==> src/rtl/kypd_pkg.sv <==
// Shared keypad note controller definitions: key codes, base divider table,
// FSM state encoding.
package kypd_pkg;

   typedef enum logic [1:0] {
      ST_IDLE,
      ST_DEBOUNCE,
      ST_HELD,
      ST_REL_DEB
   } kypd_state_e;

   localparam logic [3:0] KEY_REST   = 4'h0;
   localparam logic [3:0] KEY_OCT_DN = 4'hD;
   localparam logic [3:0] KEY_OCT_UP = 4'hE;
   localparam logic [3:0] KEY_NOISE  = 4'hF;

   // Divider restored on reset and used by the rest key (code 8 value).
   localparam logic [7:0] BASE_RESET = 8'd128;

   function automatic logic is_note(input logic [3:0] code);
      return (code != KEY_REST) && (code < KEY_OCT_DN);
   endfunction

   // Keys are laid out chromatically as 1 2 3 A 4 5 6 B 7 8 9 C.
   function automatic logic [7:0] base_div(input logic [3:0] code);
      logic [7:0] div;
      case (code)
         4'h1:    div = 8'd215;
         4'h2:    div = 8'd204;
         4'h3:    div = 8'd191;
         4'hA:    div = 8'd181;
         4'h4:    div = 8'd171;
         4'h5:    div = 8'd161;
         4'h6:    div = 8'd152;
         4'hB:    div = 8'd144;
         4'h7:    div = 8'd136;
         4'h8:    div = 8'd128;
         4'h9:    div = 8'd121;
         4'hC:    div = 8'd114;
         default: div = 8'd0;
      endcase
      return div;
   endfunction

endpackage

==> src/rtl/evt_skid1.sv <==
// One-entry event buffer with valid/ready output. A push always wins; pushing
// into a full entry that is not draining flags a one-cycle overrun.
module evt_skid1 #(
   parameter int W = 17
) (
   input  logic         clk_i,
   input  logic         rst_i,
   input  logic         push_i,
   input  logic [W-1:0] push_data_i,
   output logic         valid_o,
   input  logic         ready_i,
   output logic [W-1:0] data_o,
   output logic         overrun_o
);

   logic         valid_q;
   logic [W-1:0] data_q;
   logic         ovr_q;

   // Entry register: load on push, empty on a completed transfer.
   always_ff @(posedge clk_i) begin
      if (rst_i) begin
         valid_q <= 1'b0;
         data_q  <= '0;
         ovr_q   <= 1'b0;
      end else begin
         ovr_q <= push_i && valid_q && !ready_i;
         if (push_i) begin
            valid_q <= 1'b1;
            data_q  <= push_data_i;
         end else if (valid_q && ready_i) begin
            valid_q <= 1'b0;
         end
      end
   end

   assign valid_o   = valid_q;
   assign data_o    = data_q;
   assign overrun_o = ovr_q;

endmodule

==> src/rtl/kypd_note_ctrl.sv <==
// Keypad note controller: debounces key presses and releases, maps keys to a
// tone divider with octave shift and noise mode, and emits note on/off events.
//
// state       | meaning
// ------------+--------------------------------------------------------------
// ST_IDLE     | no key accepted; a press latches its code
// ST_DEBOUNCE | counting cycles with the latched code stable
// ST_HELD     | key accepted and still pressed; code changes ignored
// ST_REL_DEB  | key released; counting stable release cycles
module kypd_note_ctrl
   import kypd_pkg::*;
#(
   parameter int          DIV_W      = 16,
   parameter int unsigned DEB_CYCLES = 16'd1000,
   parameter int          OCT_MAX    = 2
) (
   input  logic             clk_i,
   input  logic             rst_i,
   input  logic [3:0]       key_value_i,
   input  logic             key_valid_i,
   output logic [DIV_W-1:0] div_factor_o,
   output logic             gate_o,
   output logic             noise_en_o,
   output logic [2:0]       octave_o,
   output logic             evt_valid_o,
   input  logic             evt_ready_i,
   output logic             evt_gate_o,
   output logic [DIV_W-1:0] evt_div_o,
   output logic             overrun_o
);

   localparam int                CNT_W    = $clog2(DEB_CYCLES + 1);
   localparam logic [CNT_W-1:0]  CNT_LAST = CNT_W'(DEB_CYCLES - 1);
   localparam logic signed [2:0] OCT_HI   = 3'(OCT_MAX);
   localparam logic signed [2:0] OCT_LO   = -OCT_HI;

   kypd_state_e       state_q, state_d;
   logic [CNT_W-1:0]  cnt_q, cnt_d;
   logic [3:0]        code_q, code_d;
   logic [7:0]        base_q, base_d;
   logic signed [2:0] oct_q, oct_d;
   logic              gate_q, gate_d;
   logic              noise_q, noise_d;

   logic              evt_push;
   logic [DIV_W:0]    evt_push_data;
   logic [DIV_W:0]    evt_data;

   // Octave shift of an 8-bit base; three guard bits catch left-shift overflow.
   function automatic logic [DIV_W-1:0] calc_div(input logic [7:0] base,
                                                 input logic signed [2:0] oct);
      logic [DIV_W+2:0] wide;
      logic [2:0]       mag;
      mag  = oct[2] ? (~oct + 3'd1) : oct;
      wide = {{(DIV_W-5){1'b0}}, base};
      if (oct[2]) begin
         wide = wide << mag;
         if (|wide[DIV_W+2:DIV_W]) return '1;
         return wide[DIV_W-1:0];
      end
      wide = wide >> mag;
      return wide[DIV_W-1:0];
   endfunction

   assign div_factor_o = calc_div(base_q, oct_q);
   assign gate_o       = gate_q;
   assign noise_en_o   = noise_q;
   assign octave_o     = oct_q;

   // State and datapath registers.
   always_ff @(posedge clk_i) begin
      if (rst_i) begin
         state_q <= ST_IDLE;
         cnt_q   <= '0;
         code_q  <= KEY_REST;
         base_q  <= BASE_RESET;
         oct_q   <= '0;
         gate_q  <= 1'b0;
         noise_q <= 1'b0;
      end else begin
         state_q <= state_d;
         cnt_q   <= cnt_d;
         code_q  <= code_d;
         base_q  <= base_d;
         oct_q   <= oct_d;
         gate_q  <= gate_d;
         noise_q <= noise_d;
      end
   end

   // Debounce sequencing, key actions and event generation.
   always_comb begin
      state_d       = state_q;
      cnt_d         = cnt_q;
      code_d        = code_q;
      base_d        = base_q;
      oct_d         = oct_q;
      gate_d        = gate_q;
      noise_d       = noise_q;
      evt_push      = 1'b0;
      evt_push_data = '0;
      unique case (state_q)
         ST_IDLE: begin
            if (key_valid_i) begin
               code_d  = key_value_i;
               cnt_d   = '0;
               state_d = ST_DEBOUNCE;
            end
         end
         ST_DEBOUNCE: begin
            if (!key_valid_i || (key_value_i != code_q)) begin
               state_d = ST_IDLE;
            end else if (cnt_q == CNT_LAST) begin
               state_d = ST_HELD;
               if (is_note(code_q)) begin
                  base_d        = base_div(code_q);
                  gate_d        = 1'b1;
                  noise_d       = 1'b0;
                  evt_push      = 1'b1;
                  evt_push_data = {1'b1, calc_div(base_div(code_q), oct_q)};
               end else begin
                  case (code_q)
                     KEY_OCT_DN: if (oct_q > OCT_LO) oct_d = oct_q - 3'sd1;
                     KEY_OCT_UP: if (oct_q < OCT_HI) oct_d = oct_q + 3'sd1;
                     KEY_NOISE:  noise_d = !noise_q;
                     KEY_REST: begin
                        base_d  = BASE_RESET;
                        noise_d = 1'b1;
                     end
                     default: ;
                  endcase
               end
            end else begin
               cnt_d = cnt_q + 1'b1;
            end
         end
         ST_HELD: begin
            if (!key_valid_i) begin
               cnt_d   = '0;
               state_d = ST_REL_DEB;
            end
         end
         ST_REL_DEB: begin
            if (key_valid_i) begin
               state_d = ST_HELD;
            end else if (cnt_q == CNT_LAST) begin
               state_d = ST_IDLE;
               if (is_note(code_q)) begin
                  gate_d        = 1'b0;
                  evt_push      = 1'b1;
                  evt_push_data = {1'b0, div_factor_o};
               end
            end else begin
               cnt_d = cnt_q + 1'b1;
            end
         end
         default: state_d = ST_IDLE;
      endcase
   end

   evt_skid1 #(
      .W (DIV_W + 1)
   ) u_evt_skid1 (
      .clk_i       (clk_i),
      .rst_i       (rst_i),
      .push_i      (evt_push),
      .push_data_i (evt_push_data),
      .valid_o     (evt_valid_o),
      .ready_i     (evt_ready_i),
      .data_o      (evt_data),
      .overrun_o   (overrun_o)
   );

   assign evt_gate_o = evt_data[DIV_W];
   assign evt_div_o  = evt_data[DIV_W-1:0];

endmodule

==> config.mk <==
export PLATFORM = sky130hd
export DESIGN_NAME = kypd_note_ctrl
export DESIGN_NICKNAME = d
export VERILOG_FILES = /design/src/rtl/kypd_pkg.sv /design/src/rtl/evt_skid1.sv /design/src/rtl/kypd_note_ctrl.sv
export SDC_FILE = /design/constraint.sdc
export NUM_CORES = 1
export LEC_CHECK = 0
export BUFFER_PORTS_ARGS = -buffer_cell sky130_fd_sc_hd__buf_2
export CORE_MARGIN = 4
export CORE_UTILIZATION = 50
export DETAILED_ROUTE_END_ITERATION = 10
export PLACE_DENSITY = 0.81
export SLEW_MARGIN = 20
export SYNTH_ARGS = -nofsm -noshare
export SYNTH_HDL_FRONTEND = slang
export SYNTH_SLANG_ARGS = --single-unit
export TNS_END_PERCENT = 30
==> constraint.sdc <==
create_clock -name clk_i -period 3.5 [get_ports clk_i]
set_input_delay 0.525 -clock clk_i [delete_from_list [all_inputs] [get_ports clk_i]]
set_output_delay 0.525 -clock clk_i [all_outputs]
set_load 0.005 [all_outputs]
==> results of run 1 <==
==> where the power goes <==
part	total, uW	leakage, uW	internal, uW	switching, uW
Combinational	139	0.00109	59.2	80.2
Clock	461	0.0000607	221	240
Sequential	676	0.000446	641	35.1
Total	1280	0.00160	922	355
==> worst min-delay path, delay by kind of cell <==
family                 cells  cell delay, ns
buffers and inverters      1            0.07
AND/OR/NAND/NOR            2            0.16
==> area by class of cell <==
class                   instances  area, sq um
inverters                      11        41.29
fillers                       694         3177
clock inverters                 3        50.05
clock buffers                   5        68.82
flip-flops and latches         55         1101
well taps                      99        123.9
multi-input cells             370         2499
repair buffers                 51        270.3
==> metrics by stage <==
stage | hold slack (ns) | std cells | power, uW
after global routing | 0.4699 | 594 | 1328
after CTS | 0.4575 | 594 | 1280
after floorplan | 0.4483 | 474 | 788.6
after global placement | 0.4381 | 586 | 820.6
final | 0.4605 | 594 | 1277
after detailed placement | 0.4565 | 586 | 824.0
==> path summary, 6_finish.rpt <==
path	cells after the start	end
setup / recovery	7	div_factor_o[6]
hold / removal	3	u_evt_skid1.overrun_o$_SDFF_PP0_
setup reg to reg	8	u_evt_skid1.data_o[3]$_SDFFE_PP0P_
hold reg to reg	2	u_evt_skid1.data_o[9]$_SDFFE_PP0P_
==> cell usage after synthesis, drive strengths merged, types with 3 or more instances <==
library cell,number
mux2i,30
nand4b,3
o21ai,23
xnor2,7
mux2,7
xor2,7
dfxtp,55
nand2,45
a21o,5
and2,4
nand3,20
nor2,55
a32oi,3
o21a,8
o22ai,6
a21oi,34
and3,4
a22o,3
a31oi,7
nor2b,4
inv,11
buf,21
or2,4
nor4,3
ha,8
clkbuf,17
mux4,7
nand4,3
a211oi,3
nor3,18
a22oi,13
nand2b,5
==> kinds of logic after synthesis <==
logic type,synth area share (%)
flops,28.75
xor+xnor,3.202
compound gates,20.78
other cells,0.09791
mux,14.44
buf+inv,6.109
simple gates,23.49
fa+ha+maj,3.136
==> per-layer routing <==
| layer | global-route usage (%) | vias up | wire, microns |
|---|---|---|---|
| met3 | 5.051 | 41 | 1005 |
| met4 | 9.360 | 0 | 344 |
| met1 | 32.78 | 1729 | 4483 |
| li1 | - | 1750 | - |
| met2 | 40.13 | 210 | 5193 |
| met5 | 0 | - | 0 |
==> cells in the final DEF (no fill, tap or decap), types with 7 or more instances in the layout <==
| cell type | instances |
|---|---|
| nor2_1 | 55 |
| dfxtp_1 | 55 |
| nand2_1 | 45 |
| buf_2 | 45 |
| a21oi_1 | 34 |
| mux2i_1 | 29 |
| nand3_1 | 20 |
| o21ai_0 | 19 |
| nor3_1 | 16 |
| a22oi_1 | 13 |
| inv_1 | 11 |
| o21a_1 | 8 |
| ha_1 | 8 |
| mux4_2 | 7 |
| a31oi_1 | 7 |
| xnor2_1 | 7 |
| xor2_1 | 7 |
==> impl_metrics.tcl, run 1 <==
set metrics [dict create \
    cts_resized 0 \
    port-buffer-count 45 \
    cts_sinks 55 \
    grt_max_degree 40 \
    synthTopCellsByArea "dfxtp_1 29%, mux2i_1 7.6%, nor2_1 5.4%, a21oi_1 4.4%, nand2_1 4.4%" \
    die-area_sq_um 9124 \
    cts-root-buf "clkbuf_8" \
    viasPerCell 6.279 \
    grt_pass1_vias 3565 \
    htreeDepth 2 \
    post-route-period-util_pct 89.90 \
    die_w_microns 95.52 \
    finish.net_count 511 \
    setup_viol 0 \
    synth_flop_cell "dfxtp_1" \
    yosys_warnings 0 \
    n_antenna_cell 0 \
    drt_first_iter_violations 459 \
    antenna_left 0 \
    die_y_microns 95.52 \
    ys_ff_latch 55 \
    ctsLongestPathBuffers 2 \
    min-delay-start "evt_ready_i" \
    synth_top_area_share_pct 28.75 \
    start_util_pct 52.24 \
    avgSynthCellArea_sq_um 8.097 \
    vias 3730 \
    antenna_found_initial 0 \
    final_core_util_pct 56.67 \
    slew_viol_final 0 \
    syn_to_final_growth_pct 8.461 \
    track_usage_pct 24.91 \
    synth_edf_count 0 \
    dp_hpwl_microns 7743 \
    r2r-start "octave_o[1]$_SDFFE_PP0P_" \
    wirelength_microns 11030 \
    crit_slowest_cell "mux2i_4" \
    core.rowCount 31 \
    routedWlPerCell_microns 18.56 \
    fin_tns_setup_ns 0 \
    end_kind "output pin" \
    cts_tree "built" \
    critPathRequiredTime_ns 2.97 \
    hp-class "primary input to register" \
    crit_type "register to output pin" \
    syn_area_sq_um 3830 \
    core_area_sq_um 7331 \
    placed_cell_area_sq_um 4035 \
    synth_seq_area_share_pct 28.75 \
    powerDensity_nw_per_um2 307.4 \
    fmax_mhz 317.8 \
    drive_above_1_share_pct 17.78 \
    ctsHoldBuffers 0 \
    critPathArrivalTime_ns 2.62 \
    worstMarginPinSlew_ns 0.8378 \
    min_period_ns 3.146 \
    hold_viol_final 0 \
    cp_top_family "multiplexers" \
    cp_cell_sequence "inv_1 > ha_1 > mux2i_4 > mux4_2 > or2_0 > a31o_2 > buf_2" \
    io_pins 48 \
    clock_skew_ns 0.01320 \
    yosys.area.top_type "dfxtp_1" \
    post-cts-setup-buffers 0 \
    p_leak_uw 0.001598 \
    fin_area_sq_um 4154 \
    syn_inst 473 \
    path_buf_inv 2 \
    outcome "complete, no violations" \
    dr.pass1.iters 8 \
    critPathMaxStageDelay_ns 0.46 \
    gp_congestion 1.041 \
    synth_cell_types 68 \
    setup_ws_ns 0.3536 \
    clk_pin_slew_ns 0.12 \
    crit_path_start_kind "register" \
    cp_max_fo 13 \
    max_slew_margin_pct 43.94 \
    peakVddDrop_mv 0.2393 \
    synthArstFlopShare_pct 0 \
    r2r_setup_slack_ns 0.79 \
    grt_pass1_wl_microns 17860 \
    cts_buffers 5 \
    rsz0062_at_grt "no" \
    crit_start "octave_o[1]$_SDFFE_PP0P_" \
    drv_cap 0 \
    drc 0 \
    dp_slack_ns 0.7706 \
    grt.overflow.total 0 \
    clk_latency_ns 0.33 \
]
No activity file was read; power rests on OpenSTA's default activity.
==> inputs of run 2 (changes only) <==
Settings changed: BUFFER_PORTS_ARGS -buffer_cell sky130_fd_sc_hd__buf_2 to -buffer_cell sky130_fd_sc_hd__buf_4, GPL_ROUTABILITY_DRIVEN set to 0, HOLD_SLACK_MARGIN set to 0.08.
==> run 2 against run 1 <==
Effect of this change: clock power about the same; flip-flop and latch count unchanged; die area unchanged; first-iteration DRC count fell by 12%; non-clock buffer count stayed put; hold slack worse by 0.0011 ns; sequential power about the same; core utilization grew 1.5 points; wire length fell by 2.6%; sequential share of layout area decreased by 0.70 points.
==> impl_metrics.tcl, run 2 (synthesis gave the netlist of run 1 again) <==
set metrics [dict create \
    outcome "complete, no violations" \
    dr.pass1.iters 6 \
    cts_resized 0 \
    grt_pass1_vias 3423 \
    slew_viol_final 0 \
    htreeDepth 2 \
    cts-root-buf "clkbuf_8" \
    post-cts-setup-buffers 0 \
    clock_skew_ns 0.01257 \
    critPathRequiredTime_ns 2.97 \
    seqCellArea_sq_um 1101 \
    hold_viol_final 0 \
    rsz0062_at_grt "no" \
    wirelength_microns 10740 \
    drv_cap 0 \
    drive_above_1_share_pct 17.78 \
    setup_viol 0 \
    drt_first_iter_violations 405 \
    drc 0 \
    die_w_microns 95.52 \
    crit_type "register to output pin" \
    fillCellCount 675 \
    setup_ws_ns 0.3133 \
    track_usage_pct 24.18 \
    syn_to_final_growth_pct 11.40 \
    finish.net_count 511 \
    cts_tree "built" \
    r2r-start "octave_o[0]$_SDFFE_PP0P_" \
    vias 3789 \
    max_slew_margin_pct 46.20 \
    ctsHoldBuffers 0 \
    worstMarginPinSlew_ns 0.8040 \
    antenna_left 0 \
    clk_latency_ns 0.33 \
    start_util_pct 52.24 \
    core_area_sq_um 7331 \
    fin_tns_setup_ns 0 \
    viasPerCell 6.379 \
    grt_max_degree 40 \
    die-area_sq_um 9124 \
    final_cell_mix "55 x nor2_1, 55 x dfxtp_1, 51 x buf_4, 45 x nand2_1, 34 x a21oi_1" \
    n_antenna_cell 0 \
    p_leak_uw 0.001602 \
    critPathArrivalTime_ns 2.66 \
    antenna_found_initial 0 \
    cts_buffers 5 \
    crit_start "octave_o[0]$_SDFFE_PP0P_" \
    ctsLongestPathBuffers 2 \
    cts_sinks 55 \
    grt.overflow.total 0 \
    core.rowCount 31 \
    io_pins 48 \
    cp_max_fo 13 \
    routedWlPerCell_microns 18.08 \
    powerDensity_nw_per_um2 300.2 \
    min_period_ns 3.187 \
    end_kind "output pin" \
    dp_hpwl_microns 7520 \
    post-route-period-util_pct 91.05 \
    peakVddDrop_mv 0.1839 \
    die_y_microns 95.52 \
    crit_path_start_kind "register" \
    min-delay-start "evt_ready_i" \
    fmax_mhz 313.8 \
    grt_pass1_wl_microns 17450 \
    dp_slack_ns 0.7391 \
    multi_input_area_sq_um 2499 \
    port-buffer-count 45 \
    hp-class "primary input to register" \
    clk_pin_slew_ns 0.11 \
]
[run 2: power breakdown]
part	switching [uW]	internal [uW]
clock network	241	221
logic	80.9	61.3
registers	35.2	641
total	357	924
[run 2: worst paths after layout]
kind,endpoint,slack [ns],depth (start not counted)
setup / recovery,div_factor_o[6],0.31,7
hold reg to reg,u_evt_skid1.data_o[9]$_SDFFE_PP0P_,0.47,2
setup reg to reg,u_evt_skid1.data_o[6]$_SDFFE_PP0P_,0.83,8
hold / removal,u_evt_skid1.overrun_o$_SDFF_PP0_,0.46,3
[run 2: routing by layer]
metal / vias to the layer above / track usage, % / share of wire, %
met5: - / 0 / 0
met1: 1737 / 33.24 / 40
li1: 1749 / - / -
met3: 36 / 5.446 / 11
met2: 267 / 37.70 / 47
met4: 0 / 7.464 / 2.2
[run 2: cell type report]
cell class	count	area share, %
multi-input combinational	370	58.56
clock buffer	5	1.613
clock inverter	3	1.173
inverter	11	0.9677
tap	99	2.903
timing repair buffer	51	8.974
sequential	55	25.81
[run 2: worst max-delay path: stages, from the launching register on]
cell     delay, ns
dfxtp_1       0.36
inv_1         0.06
ha_1          0.46
mux2i_4       0.47
mux4_2        0.40
or2_0         0.21
a31o_2        0.24
buf_4         0.13
[run 2: metrics by stage]
stage | hold WS, ns | util (%) | instance area (sq um) | power [uW] | std cells
CTS | 0.4561 | 58.20 | 4267 | 1275 | 594
global route | 0.4812 | 58.20 | 4267 | 1325 | 594
detailed placement | 0.4570 | 56.58 | 4148 | 827.7 | 586
floorplan | 0.4483 | - | 3834 | 788.6 | 474
global placement | 0.4430 | 56.58 | 4148 | 821.9 | 586
finish | 0.4593 | 58.20 | 4267 | 1281 | 594
